### config.mk
export PLATFORM = sky130hd
export DESIGN_NAME = dmem_mmio
export DESIGN_NICKNAME = d
export VERILOG_FILES = /design/src/rtl/riscv_pkg.sv /design/src/rtl/dmem_mmio_tx_fifo.sv /design/src/rtl/dmem_mmio.sv
export SDC_FILE = /design/constraint.sdc
export NUM_CORES = 2
export LEC_CHECK = 0
export ABC_AREA = 1
export BUFFER_PORTS_ARGS = -buffer_cell sky130_fd_sc_hd__clkbuf_2
export CAP_MARGIN = 20
export CORE_MARGIN = 5
export CORE_UTILIZATION = 50
export CTS_CLUSTER_SIZE = 28
export DETAILED_ROUTE_END_ITERATION = 10
export PLACE_DENSITY = 0.66
export SKIP_CTS_REPAIR_TIMING = 1
export SYNTH_ARGS = -nofsm -noshare
export SYNTH_HDL_FRONTEND = slang
export SYNTH_HIERARCHICAL = 1
export SYNTH_SLANG_ARGS = --single-unit
export TNS_END_PERCENT = 20
### constraint.sdc
create_clock -name clk -period 7.8 [get_ports clk]
set_input_delay 0 -clock clk [delete_from_list [all_inputs] [get_ports clk]]
set_output_delay 0 -clock clk [all_outputs]
set_load 0.05 [all_outputs]
### src/rtl/riscv_pkg.sv
// Shared address map, MMIO register offsets and register bit positions
// for the data-memory / MMIO slice.
`timescale 1ns/1ps
package riscv_pkg;

  localparam logic [31:0] RAM_BASE  = 32'h0000_0000;
  localparam logic [31:0] MMIO_BASE = 32'h8000_0000;

  // Word offset within the MMIO window (byte offset >> 2)
  typedef enum logic [2:0] {
    MMIO_TXDATA      = 3'd0,
    MMIO_TXSTAT      = 3'd1,
    MMIO_MTIME_LO    = 3'd2,
    MMIO_MTIME_HI    = 3'd3,
    MMIO_MTIMECMP_LO = 3'd4,
    MMIO_MTIMECMP_HI = 3'd5
  } mmio_off_e;

  localparam int unsigned TXDATA_FULL_BIT = 31;
  localparam int unsigned TXSTAT_OVF_BIT  = 8;
  localparam int unsigned TXSTAT_CNT_W    = 5;

endpackage

### src/rtl/dmem_mmio_tx_fifo.sv
// Byte-wide TX FIFO with sticky overflow flag; a push into a full FIFO
// succeeds only when a pop happens in the same cycle.
`timescale 1ns/1ps
module tx_fifo #(
  parameter int unsigned DEPTH = 4
) (
  input  logic                       clk,
  input  logic                       rst_n,
  input  logic                       push_i,
  input  logic [7:0]                 data_i,
  input  logic                       ready_i,
  input  logic                       clr_ovf_i,
  output logic                       valid_o,
  output logic [7:0]                 data_o,
  output logic                       full_o,
  output logic [$clog2(DEPTH):0]     count_o,
  output logic                       ovf_o
);

  localparam int unsigned PW = $clog2(DEPTH);
  localparam int unsigned CW = PW + 1;

  logic [7:0]    buf_q [DEPTH];
  logic [PW-1:0] rd_ptr_q, rd_ptr_d;
  logic [PW-1:0] wr_ptr_q, wr_ptr_d;
  logic [CW-1:0] count_q, count_d;
  logic          ovf_q, ovf_d;
  logic          full, pop, push_ok;

  assign full    = (count_q == CW'(DEPTH));
  assign pop     = (count_q != '0) && ready_i;
  assign push_ok = push_i && (!full || pop);

  always_comb begin
    rd_ptr_d = rd_ptr_q;
    wr_ptr_d = wr_ptr_q;
    count_d  = count_q;
    ovf_d    = ovf_q;
    if (pop)     rd_ptr_d = rd_ptr_q + 1'b1;
    if (push_ok) wr_ptr_d = wr_ptr_q + 1'b1;
    if (push_ok && !pop)      count_d = count_q + 1'b1;
    else if (!push_ok && pop) count_d = count_q - 1'b1;
    // A dropped byte wins over a clear issued in the same cycle
    if (push_i && full && !pop) ovf_d = 1'b1;
    else if (clr_ovf_i)         ovf_d = 1'b0;
  end

  always_ff @(posedge clk) begin
    if (!rst_n) begin
      rd_ptr_q <= '0;
      wr_ptr_q <= '0;
      count_q  <= '0;
      ovf_q    <= 1'b0;
    end else begin
      rd_ptr_q <= rd_ptr_d;
      wr_ptr_q <= wr_ptr_d;
      count_q  <= count_d;
      ovf_q    <= ovf_d;
    end
  end

  always_ff @(posedge clk) begin
    if (rst_n && push_ok) buf_q[wr_ptr_q] <= data_i;
  end

  assign valid_o = (count_q != '0);
  assign data_o  = buf_q[rd_ptr_q];
  assign full_o  = full;
  assign count_o = count_q;
  assign ovf_o   = ovf_q;

endmodule

### src/rtl/dmem_mmio.sv
// Core data-memory port: word RAM with asynchronous read, plus an MMIO
// window holding a TX byte FIFO and a 64-bit mtime/mtimecmp timer.
`timescale 1ns/1ps
module dmem_mmio
  import riscv_pkg::*;
#(
  parameter int unsigned RAM_WORDS = 64,
  parameter int unsigned TX_DEPTH  = 4
) (
  input  logic        clk,
  input  logic        reset,
  input  logic        MemWrite,
  input  logic [31:0] ALUResult,
  input  logic [31:0] WriteData,
  output logic [31:0] ReadData,
  output logic        timer_irq,
  output logic        tx_valid,
  output logic [7:0]  tx_data,
  input  logic        tx_ready
);

  localparam int unsigned AW        = $clog2(RAM_WORDS);
  localparam logic [31:0] RAM_BYTES = 32'(RAM_WORDS * 4);
  localparam int unsigned CW        = $clog2(TX_DEPTH) + 1;

  logic [31:0]   mem_q [RAM_WORDS];
  logic [31:0]   ram_off;
  logic          ram_sel, mmio_sel, we, mmio_we;
  mmio_off_e     off;
  logic [63:0]   mtime_q, mtime_d;
  logic [63:0]   mtimecmp_q, mtimecmp_d;
  logic          irq_q;
  logic          fifo_full, fifo_ovf;
  logic [CW-1:0] fifo_count;
  logic [31:0]   rdata;

  assign ram_off  = ALUResult - RAM_BASE;
  assign ram_sel  = (ram_off < RAM_BYTES);
  assign mmio_sel = (ALUResult[31:5] == MMIO_BASE[31:5]) && (ALUResult[4:2] <= MMIO_MTIMECMP_HI);
  assign off      = mmio_off_e'(ALUResult[4:2]);
  assign we       = MemWrite && reset;
  assign mmio_we  = we && mmio_sel;

  always_ff @(posedge clk) begin
    if (we && ram_sel) mem_q[ram_off[AW+1:2]] <= WriteData;
  end

  // A write to either mtime half replaces that cycle's increment
  always_comb begin
    mtime_d    = mtime_q + 64'd1;
    mtimecmp_d = mtimecmp_q;
    if (mmio_we) begin
      case (off)
        MMIO_MTIME_LO:    mtime_d    = {mtime_q[63:32], WriteData};
        MMIO_MTIME_HI:    mtime_d    = {WriteData, mtime_q[31:0]};
        MMIO_MTIMECMP_LO: mtimecmp_d = {mtimecmp_q[63:32], WriteData};
        MMIO_MTIMECMP_HI: mtimecmp_d = {WriteData, mtimecmp_q[31:0]};
        default: ;
      endcase
    end
  end

  always_ff @(posedge clk) begin
    if (!reset) begin
      mtime_q    <= '0;
      mtimecmp_q <= '1;
      irq_q      <= 1'b0;
    end else begin
      mtime_q    <= mtime_d;
      mtimecmp_q <= mtimecmp_d;
      irq_q      <= (mtime_q >= mtimecmp_q);
    end
  end

  tx_fifo #(
    .DEPTH(TX_DEPTH)
  ) u_tx_fifo (
    .clk      (clk),
    .rst_n    (reset),
    .push_i   (mmio_we && (off == MMIO_TXDATA)),
    .data_i   (WriteData[7:0]),
    .ready_i  (tx_ready),
    .clr_ovf_i(mmio_we && (off == MMIO_TXSTAT)),
    .valid_o  (tx_valid),
    .data_o   (tx_data),
    .full_o   (fifo_full),
    .count_o  (fifo_count),
    .ovf_o    (fifo_ovf)
  );

  always_comb begin
    rdata = '0;
    if (ram_sel) begin
      rdata = mem_q[ram_off[AW+1:2]];
    end else if (mmio_sel) begin
      case (off)
        MMIO_TXDATA: rdata[TXDATA_FULL_BIT] = fifo_full;
        MMIO_TXSTAT: begin
          rdata[TXSTAT_OVF_BIT]         = fifo_ovf;
          rdata[TXSTAT_CNT_W-1:0]       = TXSTAT_CNT_W'(fifo_count);
        end
        MMIO_MTIME_LO:    rdata = mtime_q[31:0];
        MMIO_MTIME_HI:    rdata = mtime_q[63:32];
        MMIO_MTIMECMP_LO: rdata = mtimecmp_q[31:0];
        MMIO_MTIMECMP_HI: rdata = mtimecmp_q[63:32];
        default: rdata = '0;
      endcase
    end
  end

  assign ReadData  = rdata;
  assign timer_irq = irq_q;

endmodule

# [Word-level counts from Yosys, hierarchy flattened]
# Memories as Yosys holds them, arrays and structs flattened. A register that Yosys moved wholly into a read port is not among the register bits.
# Index checks and enable logic that the tools add are counted.
[totals] register_bits=137 latch_bits=0 mem_bits_rw=2080 rom_bits=0 in_bits=68 output_inout_bits=42 n_memories=2
[mem_list] memory="mem_q" words=64 width=32 read_ports=1 rd_clocked_by_memory_dff=0 wr=1 line_no="dmem_mmio.sv:26" text="logic [31:0] mem_q [RAM_WORDS];"
[mem_list] memory="u_tx_fifo.buf_q" words=4 width=8 read_ports=1 rd_clocked_by_memory_dff=1 wr=1 line_no="dmem_mmio_tx_fifo.sv:23" text="logic [7:0] buf_q [DEPTH];"
[classes] n_addsub=5 n_mul=0 n_div=0 magnitude_cmp=3 n_eq_ne=9 shift=0 mux=20 n_bitwise=2 n_reduce_logical=23
[op_table] operator="64-bit case mux with 2 select lines" n=2
[op_table] operator="22-bit case mux with 4 select lines" n=1
[op_table] operator="64-bit by 1-bit adder with 64-bit output (second input constant)" n=1
[op_table] operator="64-bit >= comparator" n=1
[op_table] operator="32-bit two-way mux" n=2
[op_table] operator="64-bit two-way mux" n=1
[op_table] operator="32-bit by 9-bit less-than comparator with 1-bit output (second input constant)" n=1
[op_table] operator="27-bit equality test (second input constant)" n=1
[op_table] operator="5-bit case mux with 5 select lines" n=1
[op_table] operator="1-bit logical AND" n=13
[op_table] operator="3-bit case mux with 4 select lines" n=1
[op_table] operator="1-bit case mux with 5 select lines" n=2
[op_table] operator="3-bit equality test (second input constant)" n=3
[op_table] operator="3-bit by 2-bit equality test with 1-bit output (second input constant)" n=2
[op_table] operator="1-bit two-way mux" n=6
[op_table] operator="3-bit two-way mux" n=2
[op_table] operator="3-bit AND reduction" n=2
[op_table] operator="2-bit by 1-bit adder with 2-bit output (second input constant)" n=2
[op_table] operator="2-bit two-way mux" n=2
[op_table] operator="2-bit != test (second input constant)" n=2
[op_table] operator="2-bit nonzero test" n=2
[op_table] operator="3-bit by 1-bit adder with 3-bit output (second input constant)" n=1
[op_table] operator="3-bit by 1-bit equality test with 1-bit output (second input constant)" n=1
[op_table] operator="3-bit less-or-equal comparator (second input constant)" n=1
[op_table] operator="6 further kinds" n=9

# [Longest topological paths before layout]
[logic_depth] ltp_word=9 mapped_depth=20

# [Modules after synthesis]
# Netlist, hierarchy kept.
[by_module_without_submodules] module="dmem_mmio" instances=1 cells_each=7639 area_per_inst_um2=89525.9 seq_area_each_um2=64081.5
[by_module_without_submodules] module="tx_fifo" instances=1 cells_each=153 area_per_inst_um2=1771.7 seq_area_each_um2=1161.1

# [Least setup slack after synthesis]
# No wires, ideal clock.
[synth_timing] kind="input to register" from="input ALUResult[16]" to="memory mem_q[17][0], enable pin" setup_time_ns=0.421 t_arrival_ns=2.646 slack_ns=4.733 stages=9 n_path_buf=0 path_cell_list="nor2_1 > nand3_1 > nor2_1 > nand2_1 > nor3_4 > clkinv_1 > nor2_2 > nand3_1 > nor2_1"
[synth_between] elab_chain_len=4
[synth_rtl] element="from (decl)" line_no="dmem_mmio.sv:13" text="input logic [31:0] ALUResult,"
[synth_rtl] element="32-bit by 9-bit less-than comparator with 1-bit output" line_no="dmem_mmio.sv:38" text="assign ram_sel = (ram_off < RAM_BYTES);"
[synth_rtl] element="1-bit logical AND" line_no="dmem_mmio.sv:45" text="if (we && ram_sel) mem_q[ram_off[AW+1:2]] <= WriteData;"
[synth_rtl] element="1-bit two-way mux" line_no="dmem_mmio.sv:45"
[synth_rtl] element="1-bit two-way mux (implied by the code)" line_no="dmem_mmio.sv:45"
[synth_rtl] element="to (decl)" line_no="dmem_mmio.sv:26"
# Every way passes these cells.

# [Worst setup path in the final report]
[layout_timing] from="input ALUResult[2]" to="output ReadData[22]"
[layout_between] elab_chain_len=4 word_cells_on_any_way=11 classes_between="order compare (2); eq/ne (4); mux (3); reduce/logical (1); memory (1)"
[layout_rtl] element="parallel branches: the longest is 3 deep, another holds 32-bit by 9-bit less-than comparator with 1-bit output"
[layout_rtl] element="32-bit two-way mux (*)" line_no="dmem_mmio.sv:93" text="if (ram_sel) begin"
[layout_rtl] element="to (decl)" line_no="dmem_mmio.sv:15" text="output logic [31:0] ReadData,"
# Every way passes the cells marked *.

==> results.txt <==
- In this run the tightest slew margin relative to its limit is 23.9%.
- Post-synthesis instance area: about 91000 µm²
* Power share of the clock group: 40.8%
* Cell row count: 156
- Relative to the synthesized area, the layout overhead comes to 11.9%.
- TritonCTS sink count: roughly 2200
* Via/cell ratio: between 6 and 7
* Detailed-route via count: 63500
* Required time at the endpoint of the critical path: between 7000 and 8000 ps
* Flip-flop cell with the highest count after synthesis: edfxtp_1
- Clock insertion delay at the later pin of the skew report: 850 ps
- TritonCTS built the clock tree.
- Most repeated cell in the gate-level netlist after synthesis: edfxtp_1
* Worst setup timing slack at the placement stage: 3590 ps
* DIE WIDTH: between 400 and 500 µm
- Crit path max fanout: 163
- Across all hold checks on the routed design, the worst slack comes to -19.0 ps.
- The routed design has 285000 µm of wire.
* Period utilization: 53.8%
- Traced cell by cell, the critical path runs through buf_8 -> inv_8 -> nor2_4 -> buf_12 -> buf_12 -> nand2_1 -> o211ai_1 -> nand3_1 -> nand2_1 -> nor2_1 -> nand3b_1 -> nand2_1 -> nand2_1 -> clkbuf_2.
- By count the netlist is led by 2080 x edfxtp_1, 1551 x nand2_1, 1124 x nor2_1, 587 x o21ai_0, 388 x nand3_1.
* Number of enable flip-flop cells after synthesis: 2080
- I/O pin cnt: 110
- Kind of start point of the critical path: input port
* Seq cells post-synth: 2219
* Yosys warns: 6
- Clock transition at the registers of the reported paths: 60 ps
- Dividing the detail-routed wire length by the instance count gives approximately 27 µm.
- Across the whole layout, storage elements account for 65200 µm².
- Internal power comes to 0.0189 W.
* Count of final max-slew check failures: 0
- Starting utilization of the core area: 50.4%
- Combined area of the multi-input logic cells: 23400 µm²
- Of all cell types, the one taking the most synthesized area is edfxtp_1.
- The number of nets in the synthesized netlist is 7931.
- The slowest stage of the critical path belongs to the cell buf_12.
- Sequential cells were found to cover 71.5% of the synthesized design area.
- VDD IR max: 210 µV
* Overall track demand over capacity in global routing: 29.2%
* Critical path capture point type: output port
- Setup repair after global routing left no endpoint under its margin.
- Data on the critical path arrives at its endpoint at ~4200 ps.
- Outcome: complete, but fails checks
* Number of port buffers: approximately 110
- Clock tree synthesis inserted a total of 217 buffers.
* Sequential cell fraction of total power: 52.9%
- At the end of the flow, the number of nets in the layout was 8040.
* Most common cell type on the critical path: nand2_1
- The share of synthesized area in the top cell type comes to roughly two thirds.
* Total congestion overflow: 0
- Antenna violations before repair: 9
- Height of the chip: 437 µm
- Synthesis produced a little under 8000 cells.
* P per Cell Area: 241 nW/µm²
- The final number of hold-violating endpoints was 7.
- Timing would allow up to 238 MHz.
* Class of the tightest hold or removal check: in2reg
* Final HPWL from detailed placement: 163000 µm
- Max Cap Viol: 0
* Fraction of layout cells with a size suffix above 1: 8.55%
* Global-route wire length before repair: around 400000 µm
- After floorplanning, the core was sized to cover 181000 µm².
- Initial detailed-routing violation count: 8498
- Longest Clk Path Bufs: 3
* Average cell area after synthesis: around 12 µm²
- Clock root buffer: clkbuf_16
- The final reports fail on negative hold slack.
- Antenna Violating Nets Remaining: 0
- Combinational cells account for 6.3% of the total power.
* Area of the die: 191000 µm²
* Final-layout setup total negative slack: 0 ps
* Post-Route Skew: roughly 30 ps
- Routability-driven placement finished with a final weighted congestion of 0.956.
- In this run the static leakage power is 34.8 nW.
- Psw: about 0.0058 W
- Net switching is between 20% and 30% of the power.
- Number of iterations in the first detailed-routing pass: 6
* Number of global-route vias before repair: 58900
- Final period demand of the worst path: 4190 ps
* Startpoint-to-endpoint class of the critical path: in2out
* Library cells used by synthesis: 48
* Delay of the slowest cell on the worst path: about 650 ps
- H-tree depth reported by CTS: 4
- At the pin with the least slew margin, the transition time is 1140 ps.
* Pin count of the biggest net entering global routing: 182
* Number of setup violations in the final report: 0
- Residual DRC: 0
- Across all setup checks in the final design, the least slack found is between 3000 and 4000 ps.
- Cells taking the most area after synthesis: edfxtp_1 68%, nand2_1 6.4%, nor2_1 4.6%
* Ys async rst share: 0%
* # fillers: 14700
==> power groups by stage <==
stage / Clock [W] / Sequential (W) / Combinational, W
after detailed placement: 0 / 0.0133 / 0.00151
final: 0.0100 / 0.0130 / 0.00155
after CTS: 0.0101 / 0.0130 / 0.00151
after global placement: 0 / 0.0133 / 0.00149
after floorplan: 0 / 0.0133 / 0.000813
after global routing: 0.0106 / 0.0130 / 0.00165
==> layout by cell type (no fill, tap or decap), types with 11 or more instances in the layout <==
cell type | netlist | layout
a21oi_1 | 294 | 294
buf_12 | 0 | 19
buf_2 | 208 | 13
buf_4 | 11 | 155
bufinv_16 | 0 | 11
clkbuf_1 | 161 | 40
clkbuf_16 | 0 | 219
clkbuf_2 | 0 | 87
clkinv_1 | 4 | 66
clkinv_2 | 0 | 43
dfxtp_1 | 139 | 139
dlygate4sd3_1 | 0 | 43
edfxtp_1 | 2080 | 2080
ha_1 | 70 | 70
inv_1 | 306 | 304
nand2_1 | 1551 | 1550
nand3_1 | 388 | 388
nand4_1 | 305 | 305
nor2_1 | 1124 | 1057
nor2_2 | 9 | 11
nor2_4 | 10 | 75
nor3_1 | 25 | 25
o211ai_1 | 313 | 313
o21ai_0 | 587 | 587
o22ai_1 | 68 | 68
xor2_1 | 17 | 17
==> logic make-up after synthesis <==
group           count (synthesis)  share of synthesized area [%]
simple gates                 3448                           15.9
flops                        2219                           71.5
compound gates               1288                           8.06
buf+inv                       748                           3.43
fa+ha+maj                      71                          0.981
xor+xnor                       18                          0.173
==> final timing paths <==
| path | from | endpoint | slack (ps) | depth (start not counted) |
|---|---|---|---|---|
| setup / recovery | ALUResult[2] | ReadData[22] | 3610 | 14 |
| hold / removal | WriteData[3] | mtimecmp_q[3] | -20 | 4 |
| setup reg to reg | mtime_q[1] | mtime_q[48] | 4850 | 11 |
| hold reg to reg | mtimecmp_q[30] | mtimecmp_q[30] | 500 | 2 |
==> through the flow <==
| step | cell area, µm² | hold WS [ps] | power (W) | instances | util (%) |
|---|---|---|---|---|---|
| finish | 102000 | -19.0 | 0.0246 | 10500 | 56.4 |
| CTS | 102000 | -536 | 0.0247 | 10400 | 56.1 |
| floorplan | 91300 | 98.9 | 0.0141 | 7792 | - |
| detailed placement | 94900 | 363 | 0.0148 | 10000 | 52.4 |
| global placement | 94800 | 350 | 0.0148 | 10000 | 52.4 |
| global route | 102000 | -1.96 | 0.0253 | 10500 | 56.4 |
==> worst max-delay path, delay by kind of cell <==
kind            cells  cell delay [ps]
simple gates        8             1650
buf+inv             5             2020
compound gates      1              160
==> flip-flops by register name (all words and copies together), names as in the netlist, named ones only <==
| register | flops |
|---|---|
| u_tx_fifo/buf_q | 32 |
| timer_irq | 1 |
| mem_q | 2048 |
| u_tx_fifo/wr_ptr_q | 2 |
| u_tx_fifo/ovf_o | 1 |
| mtime_q | 64 |
| mtimecmp_q | 64 |
| u_tx_fifo/rd_ptr_q | 2 |
| u_tx_fifo/count_o | 3 |
==> routing by layer <==
metal | share of wire (%) | vias to the layer above | track usage, %
met5 | 0 | - | 0
met4 | 4.8 | 0 | 12.2
met3 | 10 | 549 | 5.32
met2 | 45 | 3479 | 43.9
met1 | 40 | 31400 | 42.1
li1 | - | 28100 | -
==> area by class of cell <==
cell class / instances / area share, %
clock buffers: 260 / 5.53
flip-flops and latches: 2219 / 63.9
clock inverters: 143 / 1.08
diodes: 3 / 0.00735
repair buffers: 321 / 2.49
multi-input cells: 4825 / 22.9
well taps: 2370 / 2.90
inverters: 317 / 1.19
(Power assumes the default switching activity.)
